<file path="src/rtl/handshake_xfer_buf.sv">
// Write-side FIFO that drains each buffered word to a downstream consumer
// over a 4-phase req/ack handshake, with a synchronised asynchronous ack.
module handshake_xfer_buf #(
    parameter int DW          = 32,
    parameter int DEPTH       = 4,
    parameter int SYNC_STAGES = 2
) (
    input  logic                       clka,
    input  logic                       rst,
    input  logic                       en_i,
    input  logic [DW-1:0]              data_i,
    input  logic                       clr_i,
    input  logic                       ack_i,
    output logic                       req_o,
    output logic [DW-1:0]              data_o,
    output logic                       done_o,
    output logic [$clog2(DEPTH):0]     count_o,
    output logic                       full_o,
    output logic                       empty_o,
    output logic                       ovf_o
);

    localparam int AW = $clog2(DEPTH);
    localparam int CW = AW + 1;

    typedef enum logic [1:0] {
        ST_IDLE     = 2'd0,
        ST_REQ      = 2'd1,
        ST_WAIT_LOW = 2'd2
    } state_t;

    state_t                 state_r;
    logic [SYNC_STAGES-1:0] ack_sync_r;
    logic                   ack_s;
    logic [DW-1:0]          mem_r [DEPTH];
    logic [AW-1:0]          wr_ptr_r;
    logic [AW-1:0]          rd_ptr_r;
    logic [CW-1:0]          count_r;
    logic                   req_r;
    logic [DW-1:0]          data_r;
    logic                   done_r;
    logic                   ovf_r;
    logic                   pop_s;
    logic                   push_s;
    logic                   drop_s;

    function automatic logic [AW-1:0] next_ptr(input logic [AW-1:0] ptr);
        if (ptr == AW'(DEPTH - 1)) begin
            return {AW{1'b0}};
        end else begin
            return ptr + AW'(1);
        end
    endfunction

    assign ack_s = ack_sync_r[SYNC_STAGES-1];

    // Pop is decided on registered occupancy, so a word pushed this cycle cannot leave this cycle.
    always_comb begin
        pop_s  = 1'b0;
        push_s = 1'b0;
        drop_s = 1'b0;
        if ((state_r == ST_IDLE) && (count_r != {CW{1'b0}}) && !ack_s) begin
            pop_s = 1'b1;
        end else begin
            pop_s = 1'b0;
        end
        if (en_i && ((count_r != CW'(DEPTH)) || pop_s)) begin
            push_s = 1'b1;
        end else begin
            push_s = 1'b0;
        end
        drop_s = en_i & ~push_s;
    end

    // Acknowledge synchroniser chain.
    always_ff @(posedge clka or posedge rst) begin
        if (rst) begin
            ack_sync_r <= {SYNC_STAGES{1'b0}};
        end else begin
            ack_sync_r <= {ack_sync_r[SYNC_STAGES-2:0], ack_i};
        end
    end

    // Buffer storage; contents are don't-care while empty, so no reset.
    always_ff @(posedge clka) begin
        if (push_s) begin
            mem_r[wr_ptr_r] <= data_i;
        end
    end

    // Pointers and occupancy.
    always_ff @(posedge clka or posedge rst) begin
        if (rst) begin
            wr_ptr_r <= {AW{1'b0}};
            rd_ptr_r <= {AW{1'b0}};
            count_r  <= {CW{1'b0}};
        end else begin
            if (push_s) begin
                wr_ptr_r <= next_ptr(wr_ptr_r);
            end
            if (pop_s) begin
                rd_ptr_r <= next_ptr(rd_ptr_r);
            end
            case ({push_s, pop_s})
                2'b10:   count_r <= count_r + CW'(1);
                2'b01:   count_r <= count_r - CW'(1);
                default: count_r <= count_r;
            endcase
        end
    end

    // Sticky overflow flag; a drop outranks a clear in the same cycle.
    always_ff @(posedge clka or posedge rst) begin
        if (rst) begin
            ovf_r <= 1'b0;
        end else if (drop_s) begin
            ovf_r <= 1'b1;
        end else if (clr_i) begin
            ovf_r <= 1'b0;
        end
    end

    // Four-phase handshake controller with registered req/data/done.
    always_ff @(posedge clka or posedge rst) begin
        if (rst) begin
            state_r <= ST_IDLE;
            req_r   <= 1'b0;
            data_r  <= {DW{1'b0}};
            done_r  <= 1'b0;
        end else begin
            done_r <= 1'b0;
            case (state_r)
                ST_IDLE: begin
                    if (pop_s) begin
                        data_r  <= mem_r[rd_ptr_r];
                        req_r   <= 1'b1;
                        state_r <= ST_REQ;
                    end
                end
                ST_REQ: begin
                    if (ack_s) begin
                        req_r   <= 1'b0;
                        state_r <= ST_WAIT_LOW;
                    end
                end
                ST_WAIT_LOW: begin
                    if (!ack_s) begin
                        done_r  <= 1'b1;
                        state_r <= ST_IDLE;
                    end
                end
                default: begin
                    req_r   <= 1'b0;
                    state_r <= ST_IDLE;
                end
            endcase
        end
    end

    assign req_o   = req_r;
    assign data_o  = data_r;
    assign done_o  = done_r;
    assign count_o = count_r;
    assign ovf_o   = ovf_r;
    assign full_o  = (count_r == CW'(DEPTH));
    assign empty_o = (count_r == {CW{1'b0}});

endmodule

</file>
<file path="config.mk">
export PLATFORM = sky130hd
export DESIGN_NAME = handshake_xfer_buf
export DESIGN_NICKNAME = d
export VERILOG_FILES = /design/src/rtl/handshake_xfer_buf.sv
export SDC_FILE = /design/constraint.sdc
export NUM_CORES = 1
export LEC_CHECK = 0
export ABC_CLOCK_PERIOD_IN_PS = 5800
export CAP_MARGIN = 20
export CORE_MARGIN = 4
export CORE_UTILIZATION = 55
export CTS_CLUSTER_DIAMETER = 120
export DETAILED_ROUTE_END_ITERATION = 8
export DONT_BUFFER_PORTS = 1
export GPL_ROUTABILITY_DRIVEN = 0
export PLACE_DENSITY = 0.81
export SYNTH_ARGS = -nofsm -noshare
export SYNTH_HDL_FRONTEND = slang
export SYNTH_SLANG_ARGS = --single-unit
</file>
<file path="constraint.sdc">
create_clock -name clka -period 5.8 [get_ports clka]
set_input_delay 0.58 -clock clka [delete_from_list [all_inputs] [get_ports clka]]
set_output_delay 0.58 -clock clka [all_outputs]
set_load 0.02 [all_outputs]
</file>
==> impl_results.rst <==
.. list-table::
   :header-rows: 1

   * - Metric
     - Value
   * - Status
     - finished, final reports clean
   * - Final cycle utilization of the critical path
     - about two fifths
   * - I/O Buffers
     - 0
   * - Startpoint type of the worst setup path
     - flop
   * - Synth-to-layout area growth
     - 10.23%
   * - Proportion of netlist area held by the largest area contributor
     - 58.74%
   * - H-tree level count
     - 4
   * - Final sum of negative setup slack
     - 0 ps
   * - Syn nets
     - 341
   * - Initial standard-cell utilization of the core
     - 56.82%
   * - TritonCTS clock tree
     - built
   * - Layout cells sized above 1
     - approximately a third
   * - Setup bufs post-CTS
     - 0
   * - Number of instances in the synthesized netlist
     - 297
   * - Net count of the finished layout
     - 351
   * - Global-route wire length before repair
     - 16.34 mm
   * - Avg Inst Size Synth
     - 22.03 um2
   * - # DRC
     - 0
   * - Half-perimeter wire length after detailed placement
     - 5.728 mm
   * - Number of standard-cell rows in the floorplan
     - 39
   * - Register area share after synthesis
     - 76.33%
   * - Leakage power
     - approximately 2.5 nW
   * - Synthesized flop and latch total
     - 174
   * - Leading post-synthesis cells by instance count
     - sky130_fd_sc_hd__edfxtp_1 (128), sky130_fd_sc_hd__dfrtp_1 (46), sky130_fd_sc_hd__mux2_2 (36), sky130_fd_sc_hd__mux4_2 (31), sky130_fd_sc_hd__inv_1 (12)
   * - Clock sink count
     - 174
   * - Number of global-route vias before repair
     - 2,979
   * - Minimum clock period after layout
     - 2423 ps
   * - Total Routed Length
     - roughly 10 mm
   * - Maximum clock frequency
     - 412.8 MHz
   * - Number of resized instances in the post-cts repair step
     - 0
   * - N_diodes
     - 0
   * - Cell area after layout
     - 7213 um2
   * - VDD IR max
     - 0.3364 mV
   * - Hold Path Class
     - primary input to asynchronous set/reset pin
   * - Via count
     - 2,704
   * - Capturing element type of the critical path
     - flop
   * - Number of CTS-inserted buffers
     - 17
   * - Die H
     - 117.1 um
   * - I/O Pins
     - 77
   * - Pin count of the biggest net entering global routing
     - 47
   * - Routed vias/inst
     - 5.840
   * - Netlist area before placement
     - 6544 um2
   * - Worst-case clock skew
     - roughly 13 ps
   * - Final-report hold violation count
     - 0
   * - Die W
     - ~120 um
   * - R2R setup slack
     - 3380 ps
   * - Final total power
     - approximately 0.004 W
   * - Antenna violations before repair
     - 0
   * - Count of cell types in the netlist
     - 28
   * - Floorplan die area
     - approximately 14,000 um2
   * - WL per Instance
     - 22.14 um
   * - Required time of the critical path
     - 6130 ps
   * - RSZ-0062 raised after global routing
     - no
   * - Detailed Route Iter0 Violations
     - ~180
   * - Slew headroom
     - around two fifths
   * - Count of hold buffers inserted by post-cts repair
     - 0
   * - Pwr/cell area
     - 542.8 nW/um2
   * - Final ANT Viol Nets
     - 0
   * - Root buffer cell
     - sky130_fd_sc_hd__clkbuf_16
   * - Cell Area, Placed
     - roughly 6700 um2
   * - Crit path DAT
     - 2750 ps
   * - Max cap viols
     - 0
   * - Most area-hungry cell type in the Yosys netlist
     - sky130_fd_sc_hd__edfxtp_1
   * - Synth async-reset ratio
     - 26.44%
   * - Number of search-and-repair iterations in the first detailed-routing pass
     - 5
   * - Remaining global-route overflow
     - 0
   * - Core Footprint
     - 11,520 um2
   * - Critical-path maximum fanout
     - 35
   * - Critical Setup Path Class
     - flop to flop
   * - Final setup viols
     - 0
   * - Main synth FF type
     - sky130_fd_sc_hd__edfxtp_1
   * - Post-synth EDFFs
     - 128
   * - Overall track demand over capacity in global routing
     - 16.79%
   * - Clock-pin slew on the worst setup and hold paths
     - 60 ps
   * - Clock network latency to the later pin of the worst-skew pair
     - around 430 ps
   * - Number of buffers on the longest clock path
     - 2
   * - Count of yosys warnings during synthesis
     - 0
   * - Main area contributors after synthesis
     - sky130_fd_sc_hd__edfxtp_1 (59%), sky130_fd_sc_hd__dfrtp_1 (18%), sky130_fd_sc_hd__mux4_2 (11%)
   * - Most used standard cell by instance count after synthesis
     - sky130_fd_sc_hd__edfxtp_1
   * - Slew at the pin with the worst max-slew slack
     - 928.3 ps
   * - Total count of max-transition violations in the final report
     - 0
flip-flops by register name, summed over array words and instances, names as in the netlist:
| register | cells |
|---|---|
| wr_ptr_r | 2 |
| done_o | 1 |
| count_o | 3 |
| data_o | 32 |
| req_o | 1 |
| mem_r | 128 |
| state_r | 2 |
| ovf_o | 1 |
| rd_ptr_r | 2 |
| ack_sync_r | 2 |
path summary, 6_finish.rpt:
kind | startpoint | endpoint | depth (start not counted)
min in group clka | ack_i | ack_sync_r[0]$_DFF_PP0_ | 0
max in group asynchronous | rst | rd_ptr_r[0]$_DFFE_PP0P_ | 2
max reg2reg | count_o[0]$_DFFE_PP0P_ | count_o[1]$_DFFE_PP0P_ | 7
max | count_o[0]$_DFFE_PP0P_ | count_o[1]$_DFFE_PP0P_ | 7
min reg2reg | ack_sync_r[0]$_DFF_PP0_ | ack_sync_r[1]$_DFF_PP0_ | 0
min | rst | data_o[24]$_DFFE_PP0P_ | 1
power by group:
| group | internal [W] | switching, W | leakage, nW |
|---|---|---|---|
| sequential | 0.00170 | 0.000371 | 1.71 |
| clock | 0.000609 | 0.000428 | 0.261 |
| combinational | 0.000447 | 0.000362 | 0.562 |
metrics by stage:
| stage | util (%) | worst slack [ps] | instances | hold slack (ps) |
|---|---|---|---|---|
| global route | 62.64 | 3228 | 463 | 13.92 |
| floorplan | - | 3573 | 297 | 331.2 |
| CTS | 62.46 | 3327 | 462 | 168.9 |
| detailed placement | 57.77 | 3328 | 430 | 355.8 |
| global placement | 57.77 | 3408 | 430 | 363.5 |
| finish | 62.64 | 3377 | 463 | 12.05 |
layout make-up:
type | instances | area, um2
multi-input combinational | 100 | 1424
fill | 788 | 4303
timing repair buffer | 2 | 27.53
sequential | 174 | 4997
clock buffer | 24 | 471.7
clock inverter | 8 | 68.82
tap | 143 | 178.9
inverter | 12 | 45.04
kinds of logic after synthesis:
logic type	after synthesis	share of synthesized area [%]
AND/OR/NAND/NOR	15	1.644
adder cells (fa/ha/maj)	7	1.453
multiplexers	69	17.42
flip-flops	174	76.33
XOR/XNOR	4	0.5355
buffers and inverters	23	1.988
AO/OA/AOI/OAI	5	0.6308
metal layers:
metal | up-vias | part of all wire, % | global-route usage, %
li1 | 1192 | - | -
met1 | 1422 | 40 | 19.09
met2 | 78 | 51 | 27.91
met3 | 12 | 7.3 | 7.301
met4 | 0 | 1.8 | 7.034
met5 | - | 0 | 0
critical path, stage by stage, from the launching register on:
cell and delay, ps:
sky130_fd_sc_hd__dfrtp_1 500, sky130_fd_sc_hd__or3_4 450, sky130_fd_sc_hd__nand2_4 410, sky130_fd_sc_hd__inv_1 90, sky130_fd_sc_hd__ha_1 240, sky130_fd_sc_hd__inv_1 70
sky130_fd_sc_hd__fa_1 400, sky130_fd_sc_hd__mux2i_1 160
cells in the final DEF, fill, tap and decap left out, types with 3 or more instances in the layout:
cell type,n
sky130_fd_sc_hd__edfxtp_1,128
sky130_fd_sc_hd__clkinv_2,4
sky130_fd_sc_hd__clkbuf_1,5
sky130_fd_sc_hd__clkbuf_16,17
sky130_fd_sc_hd__ha_1,6
sky130_fd_sc_hd__and2_2,4
sky130_fd_sc_hd__inv_1,11
sky130_fd_sc_hd__xor2_1,3
sky130_fd_sc_hd__dfrtp_1,44
sky130_fd_sc_hd__nor2_1,4
sky130_fd_sc_hd__mux2_2,36
sky130_fd_sc_hd__mux4_2,31
Power figures use the tool's default switching activity.
